==> src/rtl/game_sequencer.sv <==
// Reaction-game controller: latches difficulty and sequences IDLE -> COUNTDOWN -> PLAY -> OVER,
// gating the rng/LED datapath and pulsing game_clear at the start of each game.
module game_sequencer #(
   parameter int CLK_HZ            = 50000000,
   parameter int COUNTDOWN_SECONDS = 3,
   parameter int GAME_SECONDS      = 30,
   parameter int TARGET_SCORE      = 100
) (
   input  logic        clk,
   input  logic        rst,
   input  logic        start,
   input  logic        sel_easy,
   input  logic        sel_med,
   input  logic        sel_hard,
   input  logic [11:0] score,
   output logic [1:0]  level,
   output logic        game_active,
   output logic        game_clear,
   output logic [3:0]  countdown,
   output logic [6:0]  seconds_left,
   output logic [1:0]  state,
   output logic        win
);

   localparam int TW = (CLK_HZ > 1) ? $clog2(CLK_HZ) : 1;
   localparam logic [TW-1:0] TICK_MAX = TW'(CLK_HZ - 1);
   localparam logic [3:0]    CD_INIT  = 4'(COUNTDOWN_SECONDS);
   localparam logic [6:0]    GS_INIT  = 7'(GAME_SECONDS);
   localparam logic [11:0]   TARGET   = 12'(TARGET_SCORE);

   typedef enum logic [1:0] {
      S_IDLE      = 2'b00,
      S_COUNTDOWN = 2'b01,
      S_PLAY      = 2'b10,
      S_OVER      = 2'b11
   } state_t;

   state_t        state_q, state_d;
   logic [TW-1:0] tick_q, tick_d;
   logic [1:0]    level_q, level_d;
   logic          active_q, active_d;
   logic          clear_q, clear_d;
   logic [3:0]    cd_q, cd_d;
   logic [6:0]    sl_q, sl_d;
   logic          win_q, win_d;
   logic          tick;

   assign tick = (tick_q == TICK_MAX);

   always_comb begin
      state_d  = state_q;
      level_d  = level_q;
      active_d = active_q;
      clear_d  = 1'b0;
      cd_d     = cd_q;
      sl_d     = sl_q;
      win_d    = win_q;
      tick_d   = tick ? '0 : tick_q + 1'b1;

      if (state_q == S_IDLE || state_q == S_OVER) begin
         if (sel_easy)      level_d = 2'b00;
         else if (sel_med)  level_d = 2'b01;
         else if (sel_hard) level_d = 2'b10;
      end

      case (state_q)
         S_IDLE, S_OVER: begin
            if (start) begin
               state_d  = S_COUNTDOWN;
               tick_d   = '0;
               cd_d     = CD_INIT;
               sl_d     = '0;
               win_d    = 1'b0;
               active_d = 1'b0;
               clear_d  = 1'b1;
            end
         end
         S_COUNTDOWN: begin
            if (tick) begin
               if (cd_q == 4'd1) begin
                  state_d  = S_PLAY;
                  tick_d   = '0;
                  cd_d     = '0;
                  sl_d     = GS_INIT;
                  active_d = 1'b1;
               end else begin
                  cd_d = cd_q - 4'd1;
               end
            end
         end
         S_PLAY: begin
            // A win on the final tick keeps seconds_left frozen rather than clearing it
            if (score >= TARGET) begin
               state_d  = S_OVER;
               tick_d   = '0;
               win_d    = 1'b1;
               active_d = 1'b0;
            end else if (tick) begin
               if (sl_q == 7'd1) begin
                  state_d  = S_OVER;
                  tick_d   = '0;
                  sl_d     = '0;
                  win_d    = 1'b0;
                  active_d = 1'b0;
               end else begin
                  sl_d = sl_q - 7'd1;
               end
            end
         end
         default: ;
      endcase
   end

   always_ff @(posedge clk) begin
      if (!rst) begin
         state_q  <= S_IDLE;
         tick_q   <= '0;
         level_q  <= 2'b00;
         active_q <= 1'b0;
         clear_q  <= 1'b0;
         cd_q     <= '0;
         sl_q     <= '0;
         win_q    <= 1'b0;
      end else begin
         state_q  <= state_d;
         tick_q   <= tick_d;
         level_q  <= level_d;
         active_q <= active_d;
         clear_q  <= clear_d;
         cd_q     <= cd_d;
         sl_q     <= sl_d;
         win_q    <= win_d;
      end
   end

   assign state        = state_q;
   assign level        = level_q;
   assign game_active  = active_q;
   assign game_clear   = clear_q;
   assign countdown    = cd_q;
   assign seconds_left = sl_q;
   assign win          = win_q;

endmodule
==> config.mk <==
export PLATFORM = sky130hd
export DESIGN_NAME = game_sequencer
export DESIGN_NICKNAME = d
export VERILOG_FILES = /design/src/rtl/game_sequencer.sv
export SDC_FILE = /design/constraint.sdc
export NUM_CORES = 1
export LEC_CHECK = 0
export CAP_MARGIN = 30
export CORE_AREA = 8 8 95 75
export CTS_CLUSTER_SIZE = 40
export DETAILED_ROUTE_END_ITERATION = 7
export DIE_AREA = 0 0 103 83
export PLACE_DENSITY = 0.67
export SETUP_SLACK_MARGIN = 0.3
export SLEW_MARGIN = 20
export SYNTH_ARGS = -nofsm -noshare
export SYNTH_HDL_FRONTEND = slang
export SYNTH_SLANG_ARGS = --single-unit
==> constraint.sdc <==
create_clock -name clk -period 2.2 [get_ports clk]
set_input_delay 0.44 -clock clk [delete_from_list [all_inputs] [get_ports clk]]
set_output_delay 0.44 -clock clk [all_outputs]
set_load 0.05 [all_outputs]
Word level (Yosys, flattened, before mapping)
Index checks and enable logic that the tools add are counted.
{"block": "totals", "regBits": 44, "output_inout_bits": 18}
{"block": "op_classes", "add_sub_neg": 3, "magnitude_cmp": 1, "n_eq_ne": 13, "n_mux": 39, "n_reduce_logical": 12}
{"op": "2-to-1 mux 26 bit", "n": 7}
{"op": "case mux 26 bit (3 select lines)", "n": 1}
{"op": "2-to-1 mux 7 bit", "n": 6}
{"op": "adder 26 x 1 -> 26 bit (second input constant)", "n": 1}
{"op": "equality test 26 bit (second input constant)", "n": 1}
{"op": "case mux 7 bit (3 select lines)", "n": 1}
{"op": "2-to-1 mux 2 bit", "n": 9}
{"op": "greater-or-equal comparator 12 x 7 -> 1 bit (second input constant)", "n": 1}
{"op": "2-to-1 mux 4 bit", "n": 3}
{"op": "!= test 2 bit (second input constant)", "n": 5}
{"op": "AND reduction 5 bit", "n": 2}
{"op": "2-to-1 mux 1 bit", "n": 8}
{"op": "case mux 4 bit (2 select lines)", "n": 1}
{"op": "equality test 7 x 1 -> 1 bit (second input constant)", "n": 1}
{"op": "subtractor 7 x 1 -> 7 bit (second input constant)", "n": 1}
{"op": "!= test 3 bit (second input constant)", "n": 2}
{"op": "case mux 2 bit (3 select lines)", "n": 1}
{"op": "equality test 2 bit (second input constant)", "n": 2}
{"op": "equality test 4 x 1 -> 1 bit (second input constant)", "n": 1}
{"op": "AND reduction 2 bit", "n": 2}
{"op": "AND reduction 4 bit", "n": 1}
{"op": "nonzero test 2 bit", "n": 2}
{"op": "subtractor 4 x 1 -> 4 bit (second input constant)", "n": 1}
{"op": "case mux 1 bit (3 select lines)", "n": 1}
{"op": "7 further kinds", "n": 7}

Logic depth before layout (Yosys ltp)
Gate-level depths: netlist of run 1.
{"block": "logic_depth", "word_depth": 6, "ltp_mapped": 9, "mapped_depth_nobuf": 7}

Least setup slack after synthesis of run 1
Ideal clock, no wire load.
{"block": "synth_timing", "path_type": "register -> register", "start": "reg sl_q[0], in the netlist seconds_left[0]", "end": "reg sl_q[2], in the netlist seconds_left[2]", "arrival_ns": 2.258, "required_time_ns": 2.069, "slack_ns": -0.188, "path_stages_with_launch": 7, "synth_period_minus_slack_ns": 2.388, "path_cell_list": "dfxtp_1 > ha_1 > or3b_2 > o211ai_1 > o21ai_0 > a32oi_1 > o22ai_1"}
{"block": "synth_via", "elab_chain_len": 5}
{"element": "start, declared", "line_no": "44", "rtl": "logic [6:0] sl_q, sl_d;"}
{"element": "start signal, assigned", "line_no": "131", "rtl": "sl_q <= sl_d;"}
{"element": "subtractor 7 x 1 -> 7 bit / equality test 7 x 1 -> 1 bit (equally long branches)", "line_no": "106, 99"}
{"element": "2-to-1 mux 7 bit (*)", "line_no": "99", "rtl": "if (sl_q == 7'd1) begin"}
{"element": "2-to-1 mux 7 bit (*)", "line_no": "98", "rtl": "end else if (tick) begin"}
{"element": "2-to-1 mux 7 bit (*)", "line_no": "93", "rtl": "if (score >= TARGET) begin"}
{"element": "case mux 7 bit (3 select lines) (*)", "line_no": "66", "rtl": "case (state_q)"}
Mark *: on every way between the ends. The rest lies on a longest branch, timed or not. The select of a mux whose other input is x is not followed.
A chain may end at the register's enable or synchronous reset.

Worst setup path after layout of run 1
{"block": "layout_timing", "start": "reg tick_q[8]", "end": "reg tick_q[5]"}
{"block": "layout_via", "elab_chain_len": 6}
{"element": "start, declared", "line_no": "39", "rtl": "logic [TW-1:0] tick_q, tick_d;"}
{"element": "start signal, assigned", "line_no": "126", "rtl": "tick_q <= tick_d;"}
{"element": "equality test 26 bit (*)", "line_no": "48", "rtl": "assign tick = (tick_q == TICK_MAX);"}
{"element": "2-to-1 mux 26 bit", "line_no": "58", "rtl": "tick_d = tick ? '0 : tick_q + 1'b1;"}
{"element": "2-to-1 mux 26 bit", "line_no": "99"}
{"element": "2-to-1 mux 26 bit", "line_no": "98"}
{"element": "2-to-1 mux 26 bit", "line_no": "93"}
{"element": "case mux 26 bit (3 select lines) (*)", "line_no": "66"}
Mark *: on every way between the ends. The rest lies on a longest branch, timed or not.

==> results.py, run 1 <==
metrics = {
    "outcome": {
        "status": "finished, final reports clean",
    },
    "global_routing": {
        "first_global_vias": 2347,
        "grt_pass1_wl_um": 11400,
        "grt_overflow": 0,
        "grt_usage_pct": 16.4,
        "grt_start_max_net_pins": 26,
        "antenna_found_initial": 0,
    },
    "floorplan": {
        "die_h_um": 83,
        "start_util_pct": 43.4,
        "num_rows": 24,
        "core_um2": 5650,
        "die_area_um2": 8550,
        "ios": 36,
        "die_w_um": 103,
    },
    "place": {
        "gp_congestion": 0.851,
        "dp_hpwl_um": 4960,
        "postPlaceCellArea_um2": 3160,
        "dp_slack_ns": -0.212,
        "portBuffers": 33,
    },
    "power_and_ir_drop": {
        "p_switching_w": 0.00146,
        "swShare_pct": 44.0,
        "p_leak_nw": 1.42,
        "ir_drop_mv": 0.528,
        "combPwrFrac_pct": 54.6,
        "power_density_nw_per_um2": 895,
        "p_clk_share_pct": 16.3,
        "internal_power_w": 0.00186,
        "power_frac_seq_pct": 29.1,
        "p_total_w": 0.00332,
    },
    "worst_hold_path": {
        "hold_depth": 2,
        "hold_path_end": "game_active$_SDFFE_PN0P_",
        "min-delay-path-class": "reg2reg",
        "hp-start": "game_active$_SDFFE_PN0P_",
    },
    "logic_synthesis": {
        "yosysMostFrequentCell": "dfxtp_1",
        "synthSimpleGateAreaFrac_pct": 31.2,
        "synth_fa_ha_area_share_pct": 4.09,
        "syn-cell-area_um2": 2450,
        "synthMuxAreaShare_pct": 1.23,
        "synth_ff_type": "dfxtp_1",
        "synthXorXnorAreaFrac_pct": 8.58,
        "avgSynthCellArea_um2": 8.33,
        "synth.area.top_cells": "dfxtp_1 36%, nor2_1 6.6%, xor2_1 5.0%",
        "ys_async_sr_fraction_pct": 0,
        "syn_nets": 320,
        "syn_inst": 294,
        "ys_warn_count": 0,
        "ys_ff_latch": 44,
        "synth_top_area_cell": "dfxtp_1",
        "synth_compound_area_share_pct": 14.7,
        "yosysSeqAreaShare_pct": 36.0,
        "synth_top_family_by_area": "simple AND/OR/NAND/NOR gates",
        "synth_edf_count": 0,
        "synth_common_cells": "44 x dfxtp_1, 43 x nor2_1, 23 x nand2_1, 17 x nand3_1",
        "ys_types": 51,
        "synth_top_cell_area_share_pct": 36.0,
    },
    "detailed_routing": {
        "wirelength_um": 7370,
        "dr.pass1.iters": 4,
        "dr_total_vias": 2501,
        "drt-vias-per-instance": 5.50,
        "drtIter0Drc": 146,
        "wire_per_inst_um": 16.2,
        "ant_nets": 0,
        "route.detailed.drc": 0,
    },
    "critical_path": {
        "rrSetupSlack_ns": 0.10,
        "r2r-start": "tick_q[8]$_SDFF_PN0_",
        "reg2regPathDepth": 6,
        "r2r_end": "tick_q[5]$_SDFF_PN0_",
        "crit_path_start_kind": "flip-flop",
        "end_kind": "flip-flop",
        "arrival_ns": 2.29,
        "worst-path-max-fanout": 6,
        "crit_type": "reg2reg",
        "crit_required_ns": 2.39,
    },
    "timing": {
        "setup_viol": 0,
        "max_freq_mhz": 477,
        "rsz0062_at_grt": "yes",
        "period_share_pct": 95.3,
        "hold_viol": 0,
        "finalClockSkew_ns": 0.00586,
        "max-slew-margin-rel_pct": 65.9,
        "period_minus_slack_ns": 2.10,
        "tightest_slew_ns": 0.510,
        "report.final.slew_viol_count": 0,
        "setup_slack_ns": 0.103,
        "tns_ns": 0,
    },
    "clocking": {
        "clk_pin_slew_worst_paths_ns": 0.08,
        "clkSinkCount": 44,
        "cts_made_buffers": 5,
        "tritoncts": "done",
        "cts-root-buf": "clkbuf_8",
        "clk_latency_ns": 0.30,
        "htree_levels": 2,
        "clockBufferDepth": 2,
    },
    "final_layout": {
        "postLayoutCoreUtil_pct": 65.8,
        "area_growth_pct": 51.6,
        "antenna_cells": 0,
        "drive_gt1_share_pct": 34.0,
        "design_area_um2": 3710,
        "finalNetCount": 402,
    },
    "job": {
        "cap_violations": 0,
    },
}
-- cell usage in the layout (no fill, tap or decap), drive strengths merged, types with 14 or more instances in the layout --
cell and count:
clkdlybuf4s50 15, xor2 14, nor2 43, nand3 17, nand2 23, buf 51
dfxtp 44, dlygate4sd2 16, inv 15, nand4 14
-- cell type report --
cell class,count,area [um2]
clock buffers,6,82.6
clock inverters,2,12.5
fillers,462,1930
inverters,13,51.3
multi-input cells,226,1780
flip-flops and latches,44,905
well taps,78,97.6
repair buffers,86,787
-- kinds of logic (layout without fill, tap and decap cells) --
kind of cell    Yosys count  after routing
buf+inv                  24            107
simple gates            141            141
xor+xnor                 24             24
compound gates           50             50
fa+ha+maj                 8              8
mux                       3              3
flops                    44             44
-- repair_timing --
item,4_1_cts,5_1_grt
setup endpoints to repair,56,43
gates resized for setup,30,60
gates cloned,0,3
setup buffers,12,3
hold buffers,0,0
pin swaps,12,42
-- power groups by stage --
stage,clock network [W],registers [W],logic (W)
floorplan,0,0.00121,0.000801
global placement,0,0.000982,0.00146
detailed placement,0,0.000984,0.00148
CTS,0.000552,0.000964,0.00149
global route,0.000596,0.000985,0.00193
finish,0.000542,0.000967,0.00182
-- stage by stage --
step	hold WS [ns]	instances
floorplan	0.449	294
global placement	0.451	429
detailed placement	0.461	429
CTS	0.481	449
global route	0.505	455
finish	0.483	455
-- routing by layer --
layer | vias to the layer above | track usage (%) | wire (um)
li1 | 1241 | - | -
met1 | 1144 | 22.0 | 3490
met2 | 106 | 24.1 | 3220
met3 | 10 | 5.25 | 570
met4 | 0 | 4.72 | 94
met5 | - | 0 | 0
-- worst max path at each step --
stage                               start                           end  slack [ns]  cells past startpoint
floorplan           tick_q[11]$_SDFF_PN0_  seconds_left[6]$_SDFFE_PN0P_        0.20                      6
global placement                 score[3]  seconds_left[5]$_SDFFE_PN0P_       -0.17                      7
detailed placement               score[3]  seconds_left[5]$_SDFFE_PN0P_       -0.21                      7
CTS                 tick_q[11]$_SDFF_PN0_  seconds_left[5]$_SDFFE_PN0P_        0.12                      6
global route         tick_q[8]$_SDFF_PN0_     countdown[0]$_SDFFE_PN0P_        0.02                      5
finish               tick_q[8]$_SDFF_PN0_          tick_q[5]$_SDFF_PN0_        0.10                      6
-- critical path, cell delays in order, from the launching register on --
cell       delay, ns
dfxtp_2         0.33
or4_4           0.58
nor4_4          0.23
nor4b_4         0.40
a211o_4         0.22
clkbuf_16       0.19
nor2_4          0.03
-- flip-flops by register name, indices dropped and copies added, names as in the netlist --
signal        count
tick_q           26
seconds_left      7
countdown         4
level             2
state             2
game_active       1
game_clear        1
win               1
No activity file was read; power rests on OpenSTA's default activity.
==> inputs of run 2 (changes only) <==
--- a/config.mk
+++ b/config.mk
@@ -12,7 +12,6 @@
 export DIE_AREA = 0 0 103 83
 export PLACE_DENSITY = 0.67
 export SETUP_SLACK_MARGIN = 0.3
-export SLEW_MARGIN = 20
 export SYNTH_ARGS = -nofsm -noshare
 export SYNTH_HDL_FRONTEND = slang
 export SYNTH_SLANG_ARGS = --single-unit
==> results of run 2 <==
No change in the layout: final DEF, timing and power equal those of run 1.
==> inputs of run 3 (changes only) <==
--- a/config.mk
+++ b/config.mk
@@ -6,11 +6,11 @@
 export NUM_CORES = 1
 export LEC_CHECK = 0
 export CAP_MARGIN = 30
-export CORE_AREA = 8 8 95 75
+export CORE_AREA = 8 8 91 73
 export CTS_CLUSTER_SIZE = 40
 export DETAILED_ROUTE_END_ITERATION = 7
-export DIE_AREA = 0 0 103 83
-export PLACE_DENSITY = 0.67
+export DIE_AREA = 0 0 99 81
+export PLACE_DENSITY = 0.72
 export SETUP_SLACK_MARGIN = 0.3
 export SYNTH_ARGS = -nofsm -noshare
 export SYNTH_HDL_FRONTEND = slang
==> run 3 against run 2 <==
Net effect: clock-buffer cell count did not move; critical path depth rose by 3; non-clock buffer count shrank 3; global-route usage increased by 1.3 points; worst hold slack worse by 0.014 ns; die area is 6.2% lower; sequential cell count is the same; via count rose by 5.0%; register-to-register slack is essentially flat; critical endpoint is now seconds_left[3]$_SDFFE_PN0P_.
==> results.py, run 3 (synthesis results as in run 1) <==
metrics = {
    "outcome": {
        "status": "finished, final reports clean",
    },
    "timing": {
        "max-slew-margin-rel_pct": 65.5,
        "hold_viol": 0,
        "tns_ns": 0,
        "setup_slack_ns": 0.109,
        "hold_ws_ns": 0.469,
        "period_minus_slack_ns": 2.09,
        "max_freq_mhz": 478,
        "tightest_slew_ns": 0.517,
        "report.final.slew_viol_count": 0,
        "rsz0062_at_grt": "yes",
        "finalClockSkew_ns": 0.00681,
        "period_share_pct": 95.1,
        "setup_viol": 0,
    },
    "detailed_routing": {
        "dr.pass1.iters": 5,
        "wirelength_um": 7820,
        "drt-vias-per-instance": 6.03,
        "wire_per_inst_um": 17.9,
        "dr_total_vias": 2627,
        "ant_nets": 0,
        "route.detailed.drc": 0,
        "drtIter0Drc": 249,
    },
    "floorplan": {
        "num_rows": 23,
        "core_um2": 5150,
        "die_h_um": 81,
        "die_w_um": 99,
        "ios": 36,
        "die_area_um2": 8020,
        "start_util_pct": 47.6,
    },
    "clocking": {
        "clockBufferDepth": 2,
        "htree_levels": 2,
        "cts-root-buf": "clkbuf_8",
        "clk_latency_ns": 0.31,
        "cts-hold-fix-buffers": 0,
        "cts_made_buffers": 5,
        "clkSinkCount": 44,
        "clk_pin_slew_worst_paths_ns": 0.09,
        "tritoncts": "done",
    },
    "final_layout": {
        "drive_gt1_share_pct": 32.1,
        "finalNetCount": 399,
        "antenna_cells": 0,
        "area_growth_pct": 48.0,
        "final_cell_mix": "39 x buf_4, 30 x dfxtp_1, 24 x nor2_1",
        "largest_reg_flops": 26,
        "largest-register": "tick_q",
        "postLayoutCoreUtil_pct": 70.4,
        "mostFrequentLayoutCell": "buf_4",
        "design_area_um2": 3620,
    },
    "place": {
        "dp_slack_ns": -0.190,
        "postPlaceCellArea_um2": 3110,
        "dp_hpwl_um": 4690,
        "portBuffers": 33,
        "gp_congestion": 0.908,
    },
    "global_routing": {
        "first_global_vias": 2431,
        "grt_pass1_wl_um": 11500,
        "grt_start_max_net_pins": 26,
        "grt_overflow": 0,
        "antenna_found_initial": 0,
        "grt_usage_pct": 17.7,
    },
    "critical_path": {
        "cpMostUsedCell": "buf_6",
        "crit_required_ns": 2.43,
        "slowest_delay_ns": 0.59,
        "cp_cell_sequence": "or4_4, nor4_4, buf_4, buf_6, buf_6, buf_6, a21o_1, a32oi_1, o22ai_1",
        "worst-path-max-fanout": 3,
        "arrival_ns": 2.32,
        "slowest_stage": "or4_4",
        "crit_path_start_kind": "flip-flop",
        "crit_type": "reg2reg",
        "end_kind": "flip-flop",
    },
    "job": {
        "cap_violations": 0,
    },
    "power_and_ir_drop": {
        "ir_drop_mv": 0.880,
        "power_density_nw_per_um2": 917,
        "p_leak_nw": 1.41,
    },
    "worst_hold_path": {
        "min-delay-path-class": "reg2reg",
    },
}
## run 3: layer usage
metal,part of all wire (%),vias up,GRT usage (%),wire (um)
li1,-,1225,-,-
met1,47,1239,22.5,3670
met5,0,-,0,0
met4,2.1,0,7.94,167
met2,44,138,27.4,3430
met3,7.1,25,4.95,553
## run 3: path summary, 6_finish.rpt
check,cells after the start,slack [ns],to,start
worst max register to register,9,0.11,seconds_left[3]$_SDFFE_PN0P_,tick_q[11]$_SDFF_PN0_
worst min register to register,2,0.47,game_active$_SDFFE_PN0P_,game_active$_SDFFE_PN0P_
worst max-delay path,9,0.11,seconds_left[3]$_SDFFE_PN0P_,tick_q[11]$_SDFF_PN0_
worst min-delay path,2,0.47,game_active$_SDFFE_PN0P_,game_active$_SDFFE_PN0P_
## run 3: critical path, delay by kind of cell, from the launching register on
| family | cells | cell delay, ns |
|---|---|---|
| compound gates | 3 | 0.42 |
| buf+inv | 4 | 0.48 |
| flops | 1 | 0.33 |
| simple gates | 2 | 0.78 |
## run 3: power by group
group          leakage, nW  internal (W)  total, W  switching (W)
Clock               0.0510      0.000251  0.000543       0.000292
Sequential           0.364      0.000888  0.000967      0.0000792
Combinational        0.994      0.000709   0.00181        0.00110
Total                 1.41       0.00185   0.00332        0.00147
## run 3: per-stage QoR
step           total power [W]  instances
4_1_cts                0.00301        432
2_1_floorplan          0.00201        294
6_report               0.00332        436
3_3_place_gp           0.00242        409
5_1_grt                0.00349        436
3_5_place_dp           0.00244        409
## run 3: cell type report
class / instances / area (um2)
clock inverter: 2 / 10.0
inverter: 13 / 51.3
timing repair buffer: 83 / 768
sequential: 44 / 908
fill: 397 / 1530
tap: 62 / 77.6
clock buffer: 6 / 82.6
multi-input combinational: 226 / 1730
## run 3: timing repair
item,4_1_cts,5_1_grt
gates cloned,0,3
pin swaps,20,39
endpoints found under the setup margin,57,43
gates resized for setup,36,48
setup buffers,15,1
